`config.mk`:
```
export PLATFORM = sky130hd
export DESIGN_NAME = mdio_phy_responder_flat
export DESIGN_NICKNAME = d
export VERILOG_FILES = /design/src/rtl/mdio_phy_responder_if.sv /design/src/rtl/mdio_phy_responder.sv /design/src/flat_wrapper.sv
export SDC_FILE = /design/constraint.sdc
export NUM_CORES = 1
export LEC_CHECK = 0
export CAP_MARGIN = 5
export CORE_ASPECT_RATIO = 1.4
export CORE_MARGIN = 1.5
export CORE_UTILIZATION = 25
export CTS_CLUSTER_SIZE = 12
export DETAILED_ROUTE_END_ITERATION = 6
export GPL_ROUTABILITY_DRIVEN = 0
export SLEW_MARGIN = 20
export SYNTH_ARGS = -nofsm -noshare
export SYNTH_HDL_FRONTEND = slang
export SYNTH_SLANG_ARGS = --single-unit
```
`constraint.sdc`:
```
create_clock -name fpga_clk_100 -period 2.4 [get_ports fpga_clk_100]
set_clock_uncertainty 0.15 [all_clocks]
set_input_delay 0.48 -clock fpga_clk_100 [delete_from_list [all_inputs] [get_ports fpga_clk_100]]
set_output_delay 0.48 -clock fpga_clk_100 [all_outputs]
set_load 0.05 [all_outputs]
```
`src/rtl/mdio_phy_responder_if.sv`:
```
// MDIO pad and local CSR access signals of the Clause 22 PHY responder.
// slave: the responder side; master: the EMAC/CSR side driving it.
interface mdio_phy_responder_if;
    logic        mdc_i;
    logic        mdio_i;
    logic        mdio_o;
    logic        mdio_oe;
    logic [4:0]  reg_addr_o;
    logic        reg_rd_o;
    logic [15:0] reg_rdata_i;
    logic        reg_wr_o;
    logic [15:0] reg_wdata_o;
    logic        busy_o;
    logic        frame_err_o;

    modport slave (
        input  mdc_i, mdio_i, reg_rdata_i,
        output mdio_o, mdio_oe, reg_addr_o, reg_rd_o, reg_wr_o, reg_wdata_o,
        output busy_o, frame_err_o
    );

    modport master (
        output mdc_i, mdio_i, reg_rdata_i,
        input  mdio_o, mdio_oe, reg_addr_o, reg_rd_o, reg_wr_o, reg_wdata_o,
        input  busy_o, frame_err_o
    );
endinterface

```
`src/rtl/mdio_phy_responder.sv`:
```
// Clause 22 MDIO responder for the soft SGMII PHY register block.
// MDC/MDIO are oversampled on the 100 MHz fabric clock; a frame addressed to
// PHY_ADDR becomes one single-cycle CSR read or write, and read data is
// shifted back onto the pad after the turnaround.
// Build macro MDIO_RESP_BCAST_EN: when defined, write frames to PHYAD 0 are
// also accepted as broadcast (reads to PHYAD 0 only if PHY_ADDR is 0).
module mdio_phy_responder #(
    parameter logic [4:0] PHY_ADDR    = 5'd1,
    parameter int         SYNC_STAGES = 2
) (
    input logic                 fpga_clk_100,
    input logic                 fpga_reset_n,
    mdio_phy_responder_if.slave bus
);
    localparam int         SYNC_N   = (SYNC_STAGES < 2) ? 2 : SYNC_STAGES;
    localparam logic [5:0] PRE_FULL = 6'd32;

    typedef enum logic [2:0] {
        S_IDLE    = 3'd0,
        S_START   = 3'd1,
        S_OP      = 3'd2,
        S_PHYAD   = 3'd3,
        S_REGAD   = 3'd4,
        S_TA      = 3'd5,
        S_DATA_RD = 3'd6,
        S_DATA_WR = 3'd7
    } state_t;

    logic [SYNC_N-1:0] mdc_sync;
    logic [SYNC_N-1:0] mdio_sync;
    logic              mdc_prev;
    logic              vld_p0;
    logic              bit_p0;

    state_t            state;
    state_t            state_nxt;
    logic [5:0]        pre_cnt;
    logic [4:0]        bit_k;
    logic              op_hi;
    logic              is_rd;
    logic [15:0]       shreg;
    logic [4:0]        field5;
    logic              addr_hit;

    logic              oe_nxt;
    logic              o_nxt;
    logic              rd_nxt;
    logic              wr_nxt;
    logic              err_nxt;
    logic              busy_nxt;
    logic [4:0]        addr_nxt;
    logic [15:0]       wdata_nxt;

    // Last five received bits; holds PHYAD at bit 8 and REGAD at bit 13.
    assign field5 = {shreg[3:0], bit_p0};

`ifdef MDIO_RESP_BCAST_EN
    assign addr_hit = (field5 == PHY_ADDR) || (!is_rd && (field5 == 5'd0));
`else
    assign addr_hit = (field5 == PHY_ADDR);
`endif

    // Synchronize MDC/MDIO and register the MDC rising-edge strobe with its sampled bit.
    always_ff @(posedge fpga_clk_100 or negedge fpga_reset_n) begin
        if (!fpga_reset_n) begin
            mdc_sync  <= '1;
            mdio_sync <= '1;
            mdc_prev  <= 1'b1;
            vld_p0    <= 1'b0;
            bit_p0    <= 1'b1;
        end else begin
            mdc_sync  <= {mdc_sync[SYNC_N-2:0], bus.mdc_i};
            mdio_sync <= {mdio_sync[SYNC_N-2:0], bus.mdio_i};
            mdc_prev  <= mdc_sync[SYNC_N-1];
            vld_p0    <= mdc_sync[SYNC_N-1] & ~mdc_prev;
            bit_p0    <= mdio_sync[SYNC_N-1];
        end
    end

    // Frame state register.
    always_ff @(posedge fpga_clk_100 or negedge fpga_reset_n) begin
        if (!fpga_reset_n) begin
            state <= S_IDLE;
        end else begin
            state <= state_nxt;
        end
    end

    // Next-state decode, advancing only on sampled MDC edges.
    always_comb begin
        state_nxt = state;
        if (vld_p0) begin
            unique case (state)
                S_IDLE:    if (!bit_p0 && (pre_cnt == PRE_FULL)) state_nxt = S_START;
                S_START:   state_nxt = bit_p0 ? S_OP : S_IDLE;
                S_OP:      if (bit_k == 5'd3) state_nxt = (op_hi != bit_p0) ? S_PHYAD : S_IDLE;
                S_PHYAD:   if (bit_k == 5'd8) state_nxt = addr_hit ? S_REGAD : S_IDLE;
                S_REGAD:   if (bit_k == 5'd13) state_nxt = S_TA;
                S_TA:      if (bit_k == 5'd15) state_nxt = is_rd ? S_DATA_RD : S_DATA_WR;
                S_DATA_RD: if (bit_k == 5'd31) state_nxt = S_IDLE;
                S_DATA_WR: if (bit_k == 5'd31) state_nxt = S_IDLE;
                default:   state_nxt = S_IDLE;
            endcase
        end
    end

    // Output decode: next values for the pad, CSR strobes and status flags.
    always_comb begin
        oe_nxt    = bus.mdio_oe;
        o_nxt     = bus.mdio_o;
        rd_nxt    = 1'b0;
        wr_nxt    = 1'b0;
        err_nxt   = 1'b0;
        addr_nxt  = bus.reg_addr_o;
        wdata_nxt = bus.reg_wdata_o;
        busy_nxt  = (state_nxt != S_IDLE);
        if (vld_p0) begin
            unique case (state)
                S_START: err_nxt = ~bit_p0;
                S_REGAD: begin
                    if (bit_k == 5'd13) begin
                        addr_nxt = field5;
                        rd_nxt   = is_rd;
                    end
                end
                S_TA: begin
                    if (is_rd) begin
                        if (bit_k == 5'd14) begin
                            oe_nxt = 1'b1;
                            o_nxt  = 1'b0;
                        end else begin
                            o_nxt = shreg[15];
                        end
                    end
                end
                S_DATA_RD: begin
                    if (bit_k == 5'd31) begin
                        oe_nxt = 1'b0;
                        o_nxt  = 1'b1;
                    end else begin
                        o_nxt = shreg[15];
                    end
                end
                S_DATA_WR: begin
                    if (bit_k == 5'd31) begin
                        wdata_nxt = {shreg[14:0], bit_p0};
                        wr_nxt    = 1'b1;
                    end
                end
                default: ;
            endcase
        end
    end

    // Preamble counter, bit index and opcode flags.
    always_ff @(posedge fpga_clk_100 or negedge fpga_reset_n) begin
        if (!fpga_reset_n) begin
            pre_cnt <= 6'd0;
            bit_k   <= 5'd0;
            op_hi   <= 1'b0;
            is_rd   <= 1'b0;
        end else if (vld_p0) begin
            if (state == S_IDLE) begin
                bit_k <= 5'd1;
                if (!bit_p0) begin
                    pre_cnt <= 6'd0;
                end else if (pre_cnt != PRE_FULL) begin
                    pre_cnt <= pre_cnt + 6'd1;
                end
            end else begin
                pre_cnt <= 6'd0;
                bit_k   <= bit_k + 5'd1;
            end
            if ((state == S_OP) && (bit_k == 5'd2)) op_hi <= bit_p0;
            if ((state == S_OP) && (bit_k == 5'd3)) is_rd <= op_hi;
        end
    end

    // Shared shift register: collects address/write bits, or holds read data
    // from the first TA bit and presents its MSB to the pad.
    always_ff @(posedge fpga_clk_100) begin
        if (vld_p0) begin
            if ((state == S_TA) && (bit_k == 5'd14)) begin
                shreg <= bus.reg_rdata_i;
            end else begin
                shreg <= {shreg[14:0], bit_p0};
            end
        end
    end

    // Registered outputs; reset releases the pad immediately.
    always_ff @(posedge fpga_clk_100 or negedge fpga_reset_n) begin
        if (!fpga_reset_n) begin
            bus.mdio_oe     <= 1'b0;
            bus.mdio_o      <= 1'b1;
            bus.reg_rd_o    <= 1'b0;
            bus.reg_wr_o    <= 1'b0;
            bus.reg_addr_o  <= 5'd0;
            bus.reg_wdata_o <= 16'd0;
            bus.busy_o      <= 1'b0;
            bus.frame_err_o <= 1'b0;
        end else begin
            bus.mdio_oe     <= oe_nxt;
            bus.mdio_o      <= o_nxt;
            bus.reg_rd_o    <= rd_nxt;
            bus.reg_wr_o    <= wr_nxt;
            bus.reg_addr_o  <= addr_nxt;
            bus.reg_wdata_o <= wdata_nxt;
            bus.busy_o      <= busy_nxt;
            bus.frame_err_o <= err_nxt;
        end
    end
endmodule

```
`src/flat_wrapper.sv`:
```
// flat-port wrapper written by rule: the top's interface ports become plain ports
module mdio_phy_responder_flat 
#(
    parameter logic [4:0] PHY_ADDR    = 5'd1,
    parameter int         SYNC_STAGES = 2
)
  (fpga_clk_100, fpga_reset_n, bus_mdc_i, bus_mdio_i, bus_reg_rdata_i, bus_mdio_o, bus_mdio_oe, bus_reg_addr_o, bus_reg_rd_o, bus_reg_wr_o, bus_reg_wdata_o, bus_busy_o, bus_frame_err_o);
  mdio_phy_responder_if bus_i ();
  input logic fpga_clk_100;
  input logic fpga_reset_n;
  input wire logic [$bits(bus_i.mdc_i)-1:0] bus_mdc_i;
  input wire logic [$bits(bus_i.mdio_i)-1:0] bus_mdio_i;
  input wire logic [$bits(bus_i.reg_rdata_i)-1:0] bus_reg_rdata_i;
  output wire logic [$bits(bus_i.mdio_o)-1:0] bus_mdio_o;
  output wire logic [$bits(bus_i.mdio_oe)-1:0] bus_mdio_oe;
  output wire logic [$bits(bus_i.reg_addr_o)-1:0] bus_reg_addr_o;
  output wire logic [$bits(bus_i.reg_rd_o)-1:0] bus_reg_rd_o;
  output wire logic [$bits(bus_i.reg_wr_o)-1:0] bus_reg_wr_o;
  output wire logic [$bits(bus_i.reg_wdata_o)-1:0] bus_reg_wdata_o;
  output wire logic [$bits(bus_i.busy_o)-1:0] bus_busy_o;
  output wire logic [$bits(bus_i.frame_err_o)-1:0] bus_frame_err_o;
  assign bus_i.mdc_i = bus_mdc_i;
  assign bus_i.mdio_i = bus_mdio_i;
  assign bus_i.reg_rdata_i = bus_reg_rdata_i;
  assign bus_mdio_o = bus_i.mdio_o;
  assign bus_mdio_oe = bus_i.mdio_oe;
  assign bus_reg_addr_o = bus_i.reg_addr_o;
  assign bus_reg_rd_o = bus_i.reg_rd_o;
  assign bus_reg_wr_o = bus_i.reg_wr_o;
  assign bus_reg_wdata_o = bus_i.reg_wdata_o;
  assign bus_busy_o = bus_i.busy_o;
  assign bus_frame_err_o = bus_i.frame_err_o;
  mdio_phy_responder #(.PHY_ADDR(PHY_ADDR), .SYNC_STAGES(SYNC_STAGES)) u_core (.fpga_clk_100(fpga_clk_100), .fpga_reset_n(fpga_reset_n), .bus(bus_i));
endmodule
```
==> flow_summary.toml <==
[global_route]
grtUsageTotal_pct = 10.9
grt_max_degree = 51
globalRouteOverflowTotal = 0
grt_pass1_wl_um = 10600
grt_pass1_vias = 2159
grt_antenna_before_repair = 0

[clock_tree]
cts_buffers = 9
cts_tree = "built"
htreeDepth = 3
cts.sinks = 66
cts_max_path_buffers = 2
cts_setup_buffers = 0
clkTransAtPathRegs_ns = 0.06
clk_latency_ns = 0.33
root_buffer = "clkbuf_16"

[sta]
period_needed_ns = 2.23
max-slew-margin-rel_pct = 58.0
fin_setup_tns_ns = 0
maxSlewViolCount = 0
hold_viol_final = 0
whs_ns = 0.102
timing.final.crit_share_pct = 93.1
worst_pin_slew_ns = 0.630
setup_ws_ns = 0.167
clock.fmax_ghz = 0.448
rsz0062_at_grt = "false"
setup_viol = 0

[synth]
synthMuxAreaShare_pct = 12.1
yosys_warnings = 0
synth_compound_area_share_pct = 7.24
yosys.area_share.simple_pct = 15.5
synth_top_family_by_area = "simple AND/OR/NAND/NOR gates"
synth_cell_types = 48
syn_inst = 248
synthXorXnorAreaFrac_pct = 0.291
synthMostInstantiatedCell = "nand2_1"
syn_area_sq_um = 3010
ys_ff_latch = 66
syn_area_per_cell_sq_um = 12.1
syn_nets = 276
synth_edf_count = 16
yosys.area_share.adder_pct = 3.33
seq_area_frac_synth_pct = 57.9
synth_area_leaders = "dfrtp_1 36%, edfxtp_1 16%, dfstp_2 6.1%"
async_flop_share_pct = 75.8
synth_area_leader_cell = "dfrtp_1"
netlist.area_leader.share_pct = 35.8
synthTopCellsByCount = "47 x nand2_1, 43 x dfrtp_1, 16 x edfxtp_1"
ys.flop_type = "dfrtp_1"

[power]
vdd_drop_max_mv = 0.238
p_per_area_nw_per_um2 = 638
design_power_total_w = 0.00252
p_leak_nw = 1.70

[detailed_routing]
wl_per_cell_um = 14.0
vias_per_cell = 4.51
initialDrtViolationCount = 121
drtAntennaViolNets = 0
route.detailed.drc = 0
vias = 2051
routed_wl_um = 6350
drtPass1Iterations = 4

[worst_setup_path]
ff2ff_path_depth = 8
required_ns = 2.46
cp-start-kind = "flip-flop"
cp_slowest_cell = "dfrtp_2"
end_kind = "flip-flop"
critical-path-top-delay-family = "simple AND/OR/NAND/NOR gates"
worst_path_largest_cell_delay_ns = 0.40
path_depth = 8
crit_type = "reg -> reg"
cp_max_fo = 6
worst-path-buf-inv = 0
crit_arrival_ns = 2.29
crit_path_cell_trace = "ha_1, and3_1, ha_2, nand2_1, a41oi_2, nand4_1, o211a_2, or3_1"

[die]
die_h_um = 133
die-width_um = 95.7
core_area_sq_um = 11800
io_pins = 47
start_util_pct = 25.6
die_area_sq_um = 12700
std_cell_rows = 47

[placed_design]
dpl.hpwl_um = 4600
dp_slack_ns = 0.0771
place.port_buffers = 46

[status]
outcome = "completed"

[final_layout]
n_antenna_cell = 0
fin_nets = 331
drive_gt1_share_pct = 20.5
fin_util_pct = 33.6
syn_to_final_growth_pct = 31.4

[worst_hold_path]
hp-class = "in -> async"

[flow_run]
maxCapViolations = 0
## power by group
| group | internal [W] | switching [W] |
|---|---|---|
| sequential | 0.00118 | 0.0000206 |
| clock | 0.000729 | 0.000480 |
| combinational | 0.0000531 | 0.0000557 |
| total | 0.00197 | 0.000556 |
## through the flow
stage               std cells  cell area (sq um)
CTS                       455               3940
detailed placement        439               3650
global placement          439               3650
global route              455               3950
finish                    455               3950
floorplan                 248               3010
## layout make-up
cell class	instances	area, sq um
fill	1184	7810
sequential	66	1740
multi-input combinational	161	1170
timing repair buffer	55	533
clock buffer	11	243
tap	147	184
clock inverter	5	40.0
inverter	10	37.5
## worst paths after layout
path / slack [ns] / endpoint / from
min in group fpga_clk_100: 0.20 / u_core.bit_p0 / u_core.mdio_sync[1]
worst max register to register: 0.17 / u_core.bus.busy_o / u_core.bit_k[0]
max in group asynchronous: 1.53 / u_core.bit_k[0] / fpga_reset_n
worst min-delay path: 0.10 / u_core.bus.reg_wdata_o[9] / fpga_reset_n
worst min register to register: 0.20 / u_core.bit_p0 / u_core.mdio_sync[1]
worst max-delay path: 0.17 / u_core.bus.busy_o / u_core.bit_k[0]
## cell usage in the layout, fill, tap and decap left out, types with 2 or more instances in the layout
master and n:
nand2_1 47, clkdlybuf4s50_1 44, dfrtp_1 42, edfxtp_1 16
mux2_2 13, o21ai_0 12, mux2_1 11, inv_1 9
clkbuf_16 9, buf_4 9, ha_1 7, dfstp_2 7
and3_1 6, nand4_1 6, nor2_1 5, mux2_4 5
nor2b_1 4, nand3_1 3, a21oi_1 3, clkinvlp_4 3
nor4b_1 2, nor3_4 2, o21ai_1 2, nand3b_1 2
nor4_1 2, mux2i_1 2, a21o_1 2, o2bb2ai_1 2
o22ai_1 2, a31oi_1 2, clkinv_4 2
## cell families (layout without fill, tap and decap cells)
family                   after synthesis  after routing
buffers and inverters                 21             81
adder cells (fa/ha/maj)                8              8
XOR/XNOR                               1              1
multiplexers                          31             31
AND/OR/NAND/NOR                       88             88
AO/OA/AOI/OAI                         33             33
flip-flops                            66             66
## flip-flops by register name (all words and copies together), names as in the netlist, 2 cells and up
name / cells
u_core.shreg: 16
u_core.mdio_sync: 2
u_core.mdc_sync: 2
u_core.state: 3
u_core.pre_cnt: 6
u_core.bus.reg_wdata_o: 16
u_core.bit_k: 5
u_core.bus.reg_addr_o: 5
## per-layer routing
metal / up-vias / part of all wire [%] / track usage (%)
met3: 10 / 5.2 / 3.56
li1: 988 / - / -
met4: 0 / 1.7 / 4.41
met2: 51 / 52 / 18.2
met1: 1002 / 41 / 12.5
met5: - / 0 / 0
## timing repair
action,in CTS,in global routing
gates resized for setup,0,4
endpoints found under the setup margin,0,17
hold buffers,0,0
No activity file was read; power rests on OpenSTA's default activity.
==> variant 1, RTL diff (config.mk and constraints unchanged) <==
`SYNC_STAGES` is set to 2 in 2 places; all go to 4.
--- a/src/rtl/mdio_phy_responder.sv
+++ b/src/rtl/mdio_phy_responder.sv
@@ -6,7 +6,7 @@
 // also accepted as broadcast (reads to PHYAD 0 only if PHY_ADDR is 0).
 module mdio_phy_responder #(
     parameter logic [4:0] PHY_ADDR    = 5'd1,
-    parameter int         SYNC_STAGES = 2
+    parameter int         SYNC_STAGES = 4
 ) (
     input logic                 fpga_clk_100,
     input logic                 fpga_reset_n,
--- a/src/flat_wrapper.sv
+++ b/src/flat_wrapper.sv
@@ -2,7 +2,7 @@
 module mdio_phy_responder_flat 
 #(
     parameter logic [4:0] PHY_ADDR    = 5'd1,
-    parameter int         SYNC_STAGES = 2
+    parameter int         SYNC_STAGES = 4
 )
   (fpga_clk_100, fpga_reset_n, bus_mdc_i, bus_mdio_i, bus_reg_rdata_i, bus_mdio_o, bus_mdio_oe, bus_reg_addr_o, bus_reg_rd_o, bus_reg_wr_o, bus_reg_wdata_o, bus_busy_o, bus_frame_err_o);
   mdio_phy_responder_if bus_i ();
Behaviour: no difference found for any inputs over 10 cycles, from zero or initial values and one cycle with fpga_reset_n low; that may be too few to reach the edited logic, so the function may still have changed.
==> variant 1 against the unedited design <==
Largest power group is now sequential cells. Final area increased by 2.0%. Count of clock-buffer cells in the layout increased by 1. Sequential cell count increased by 4. Non-clock buffer count decreased by 1. Area after synthesis increased by 2.1%. Routed wire length increased by 3.9%. Setup slack got worse by 0.0027 ns. Total power increased by 5.9%. Critical path type unchanged.
==> variant 1: results (changes against the unedited design) <==
* Leakage dissipation at 0.001703 uW (about the same)
* Primary flip-flop cell chosen by synthesis mapping: sky130_fd_sc_hd__dfrtp_1
* Global-route wire length before repair at 11280 um (+6.9%)
* Pin count of the biggest net entering global routing at 45 (-12%)
* Clock tree root driver cell: sky130_fd_sc_hd__clkbuf_16
* Syn_nets at 284 (+2.9%)
* Total length of routed met2 wires at 3393 um (+2.4%)
* Clock latency reported for the late side of the worst-skew pair at 0.33 ns (about the same)
* Xor-xnor portion of the synthesized cell area at 0.2852% (-0.0059 points)
* Largest buffer count on any clock path at 2 (unchanged)
* Total routing resource utilization after global routing at 11.00% (+0.12 points)
* Met2 track demand over resource at 18.49% (+0.30 points)
* EDFF count, synth at 16 (unchanged)
* Fraction of the yosys area taken by sequential cells at 60.11% (+2.2 points)
* Cells after synthesis at 256 (+3.2%)
* Met3 Track Usage GR at 2.553% (-1.0 points)
* Number of unique standard cell types used by synthesis at 43 (-10%)
* Proportion of register bits with asynchronous set or reset after synthesis at 77.14% (+1.4 points)
* Via density at 4.587 (+1.8%)
* CP endpoint: u_core.bus.busy_o$_DFF_PN0_
* Depth of the worst register-to-register path at 8 (unchanged)
* Result of the run: finished, final reports clean
* Post-detail-place hpwl at 4754 um (+3.2%)
* Average wire per cell in the routed design at 14.24 um (+2.1%)
* Drt initial violations at 175 (+45%)
* Routed wire length at 6594 um (+3.9%)
* Met1 layer usage reported by global route at 13.37% (+0.84 points)
* Number of global-route vias before repair at 2223 (+3.0%)
* Number of instances in the placed design at 446 (+1.6%)
* Setup slack after placement at 0.09315 ns (+0.01609 ns)
* Post-place instance area at 3730 sq um (+2.1%)
* Worst min-delay path category: reg -> reg
* Synth top cells by count: 47 x sky130_fd_sc_hd__nand2_1, 43 x sky130_fd_sc_hd__dfrtp_1, 30 x sky130_fd_sc_hd__mux2_2, 16 x sky130_fd_sc_hd__edfxtp_1, 16 x sky130_fd_sc_hd__o21ai_0
* Mux contribution to synthesized area at 11.37% (-0.78 points)
* Pre-antenna DRT Iters at 4 (unchanged)
* IR drop worst, VDD at 0.5319 mV (+120%)
* Critical R2R Launch: u_core.bit_k[0]$_DFFE_PN0P_
* Routed met1 length at 2829 um (+9.0%)
* Post-layout nets at 339 (+2.4%)
* Proportion of layout cells with a drive suffix above 1 at 22.15% (+1.7 points)
* CTS H-tree lvls at 3 (unchanged)
* Cell with the largest stage delay on the worst path: sky130_fd_sc_hd__dfrtp_2
* Cells taking the most area after synthesis: sky130_fd_sc_hd__dfrtp_1 35%, sky130_fd_sc_hd__edfxtp_1 16%, sky130_fd_sc_hd__mux2_2 11%, sky130_fd_sc_hd__dfstp_2 9.4%, sky130_fd_sc_hd__nand2_1 5.7%
* Adder and majority gate portion of the synthesized area at 3.260% (-0.068 points)
* Routed met3 length at 239 um (-28%)
* Share of the clock period used by the worst path after layout at 93.17% (+0.11 points)
* Cell-internal power at 2115 uW (+7.6%)
* Relative slew slack at 65.44% (+7.4 points)
* Fraction of the mapped netlist area in compound gates at 6.927% (-0.31 points)
* CP Launch Type: flop
* Largest fanout on the critical path at 6 (unchanged)
## variant 1: power by group through the flow
stage               clock network (uW)  logic (uW)  registers [uW]
floorplan                            0        44.3            1300
global placement                     0         108            1300
detailed placement                   0         112            1300
CTS                               1300         114            1280
global route                      1350         127            1290
finish                            1280         111            1280
## variant 1: worst max-delay path: cells and delay by family, from the launching register on
family / cells / cell delay (ns)
fa+ha+maj: 2 / 0.44
simple gates: 4 / 0.83
compound gates: 2 / 0.30
flops: 1 / 0.40
## variant 1: timing repair
item,CTS,global route
endpoints found under the hold margin,6,0
hold buffers,1,0
endpoints found under the setup margin,0,3
gates resized for setup,0,3
## variant 1: cell type report
type / count / area, sq um
inverters: 10 / 37.54
fillers: 1197 / 7849
well taps: 147 / 183.9
clock inverters: 4 / 47.55
flip-flops and latches: 70 / 1847
clock buffers: 12 / 236.5
multi-input cells: 166 / 1137
repair buffers: 54 / 540.5
## variant 1: worst min path at each step
stage	start	end	slack [ns]
after floorplan	fpga_reset_n	u_core.bit_k[0]$_DFFE_PN0P_	0.03
after detailed placement	u_core.mdio_sync[2]$_DFF_PN1_	u_core.mdio_sync[3]$_DFF_PN1_	0.20
after global placement	u_core.mdio_sync[2]$_DFF_PN1_	u_core.mdio_sync[3]$_DFF_PN1_	0.20
after CTS	u_core.mdio_sync[0]$_DFF_PN1_	u_core.mdio_sync[1]$_DFF_PN1_	0.20
final	u_core.mdio_sync[0]$_DFF_PN1_	u_core.mdio_sync[1]$_DFF_PN1_	0.20
after global routing	u_core.mdc_sync[1]$_DFF_PN1_	u_core.mdc_sync[2]$_DFF_PN1_	0.21
==> variant 2, RTL diff (same flow settings) <==
Without the edit above. Re-encode `state_t` (8 states) as Gray code, 3 bits wide.
--- a/src/rtl/mdio_phy_responder.sv
+++ b/src/rtl/mdio_phy_responder.sv
@@ -16,14 +16,14 @@
     localparam logic [5:0] PRE_FULL = 6'd32;
 
     typedef enum logic [2:0] {
-        S_IDLE    = 3'd0,
-        S_START   = 3'd1,
-        S_OP      = 3'd2,
-        S_PHYAD   = 3'd3,
-        S_REGAD   = 3'd4,
-        S_TA      = 3'd5,
-        S_DATA_RD = 3'd6,
-        S_DATA_WR = 3'd7
+        S_IDLE    = 3'b000,
+        S_START   = 3'b001,
+        S_OP      = 3'b011,
+        S_PHYAD   = 3'b010,
+        S_REGAD   = 3'b110,
+        S_TA      = 3'b111,
+        S_DATA_RD = 3'b101,
+        S_DATA_WR = 3'b100
     } state_t;
 
     logic [SYNC_N-1:0] mdc_sync;
Formal check against the unedited RTL: no difference found for any inputs over 10 cycles, from zero or initial values and one cycle with fpga_reset_n low; not proved beyond that.
==> variant 2 against the unedited design <==
First-iteration DRC count decreased by 16%. Area after synthesis is 0.37% lower. Setup slack got worse by 0.050 ns. Die area decreased by 0.37%. Clock power is 6% higher. Final area fell by 0.79%. Routed wire length is 0.46% lower. Total power increased by 2.6%. Sequential cell count unchanged. Critical endpoint is now bus_mdio_o. Largest power group unchanged.
==> variant 2: results (changes against the unedited design) <==
* Fraction of the yosys area taken by sequential cells at 58.08% (+0.22 points)
* Post-detail-place hpwl at 4551 um (-1.2%)
* Average footprint of a synthesized cell at 13.50 sq um (+11%)
* Synth top cells by count: 43 x sky130_fd_sc_hd__dfrtp_1, 32 x sky130_fd_sc_hd__mux2_2, 16 x sky130_fd_sc_hd__edfxtp_1, 16 x sky130_fd_sc_hd__nand2_1, 11 x sky130_fd_sc_hd__nor2_1
* Total routing resource utilization after global routing at 10.98% (+0.10 points)
* Number of instances in the placed design at 413 (-5.9%)
* Number of global-route vias before repair at 2049 (-5.1%)
* Average wire per cell in the routed design at 14.73 um (+5.6%)
* Critical R2R Launch: u_core.bit_k[1]$_DFFE_PN0P_
* IR drop worst, VDD at 0.4791 mV (+100%)
* Capture point of the worst reg-to-reg path: u_core.bus.reg_wdata_o[3]$_DFFE_PN0P_
* Kind of cell with the highest combined delay on the critical path: buffers and inverters
* Syn_nets at 250 (-9.4%)
* Number of standard cells in the final layout excluding fillers at 429 (-5.7%)
* Result of the run: finished, final reports clean
* Drt initial violations at 102 (-16%)
* Worst hold-check slack at 0.005351 ns (-0.09699 ns)
* Total number of vias at 1941 (-5.4%)
* Stage delay of the slowest cell on the critical path at 0.80 ns (+0.40 ns)
* Cells taking the most area after synthesis: sky130_fd_sc_hd__dfrtp_1 36%, sky130_fd_sc_hd__edfxtp_1 16%, sky130_fd_sc_hd__mux2_2 12%, sky130_fd_sc_hd__dfstp_2 6.1%, sky130_fd_sc_hd__ha_1 3.3%
* Fillers at 1177 (-0.59%)
* Data arrival, critical path at 1.65 ns (-0.64 ns)
* Global-route wire length before repair at 10480 um (-0.65%)
* Pin count of the biggest net entering global routing at 28 (-45%)
* Setup slack after placement at 0.1252 ns (+0.04810 ns)
* Largest fanout on the critical path at 2 (-4)
* Number of unique standard cell types used by synthesis at 53 (+10%)
* Proportion of layout cells with a drive suffix above 1 at 27.66% (+7.2 points)
* Leakage dissipation at 0.001673 uW (-1.7%)
* Actual transition at the worst max-transition pin at 0.6535 ns (+0.02396 ns)
==> variant 2: changes by cell type after synthesis, sizes merged, moves of 3 or more <==
cell / delta
o21ai: -8
nand2: -32
nand4: -3
mux2: +10
nor2: +6
nor4: -3
==> variant 2: metrics by stage <==
step                      area, sq um  total power [uW]
after global placement           3622              1326
after detailed placement         3622              1330
after global routing             3920              2694
after CTS                        3916              2629
after floorplan                  2997              1261
final                            3920              2588
==> variant 2: how the worst max path moves through the flow <==
stage                             startpoint                                      to  slack, ns  depth (start not counted)
2_1_floorplan    u_core.bit_k[0]$_DFFE_PN0P_  u_core.bus.reg_wdata_o[10]$_DFFE_PN0P_       0.07                          8
3_3_place_gp     u_core.bit_k[1]$_DFFE_PN0P_  u_core.bus.reg_wdata_o[13]$_DFFE_PN0P_       0.17                          7
3_5_place_dp     u_core.bit_k[1]$_DFFE_PN0P_   u_core.bus.reg_wdata_o[7]$_DFFE_PN0P_       0.13                          7
4_1_cts        u_core.bus.mdio_o$_DFFE_PN1P_                              bus_mdio_o       0.09                          1
5_1_grt          u_core.bit_k[1]$_DFFE_PN0P_   u_core.bus.reg_wdata_o[2]$_DFFE_PN0P_      0.006                          7
6_report       u_core.bus.mdio_o$_DFFE_PN1P_                              bus_mdio_o       0.12                          1
==> variant 2: metal layers <==
layer,routed length (um),global-route usage (%),vias up
met4,167,5.474,0
met5,0,0,-
met1,2690,12.95,965
li1,-,-,914
met3,236,2.759,14
met2,3226,18.11,48
==> variant 2: cells by family (layout without fill, tap and decap cells) <==
family | Yosys count | in the layout | synth area share (%)
fa+ha+maj | 8 | 8 | 3.340
mux | 41 | 41 | 15.32
compound gates | 24 | 24 | 6.389
xor+xnor | 4 | 4 | 1.169
flops | 66 | 66 | 58.08
buf+inv | 20 | 80 | 3.841
simple gates | 59 | 59 | 11.86
==> variant 2: worst register-to-register path, cell delays in order (launching register included) <==
cell	delay (ns)
sky130_fd_sc_hd__dfrtp_1	0.39
sky130_fd_sc_hd__ha_1	0.24
sky130_fd_sc_hd__and3_2	0.21
sky130_fd_sc_hd__ha_1	0.18
sky130_fd_sc_hd__and3_4	0.21
sky130_fd_sc_hd__and3b_1	0.17
sky130_fd_sc_hd__buf_6	0.20
sky130_fd_sc_hd__mux2_2	0.36
==> variant 2: layout make-up <==
cell class,count,share of cell area (%)
flip-flops and latches,66,44.40
multi-input cells,136,29.11
repair buffers,55,13.44
clock buffers,9,5.745
well taps,147,4.692
clock inverters,7,1.756
inverters,9,0.8618
==> variant 2: power by group <==
group	switching (uW)	total, uW	internal [uW]
clock network	480	1280	800
logic	52.6	105	52.1
registers	20.7	1200	1180
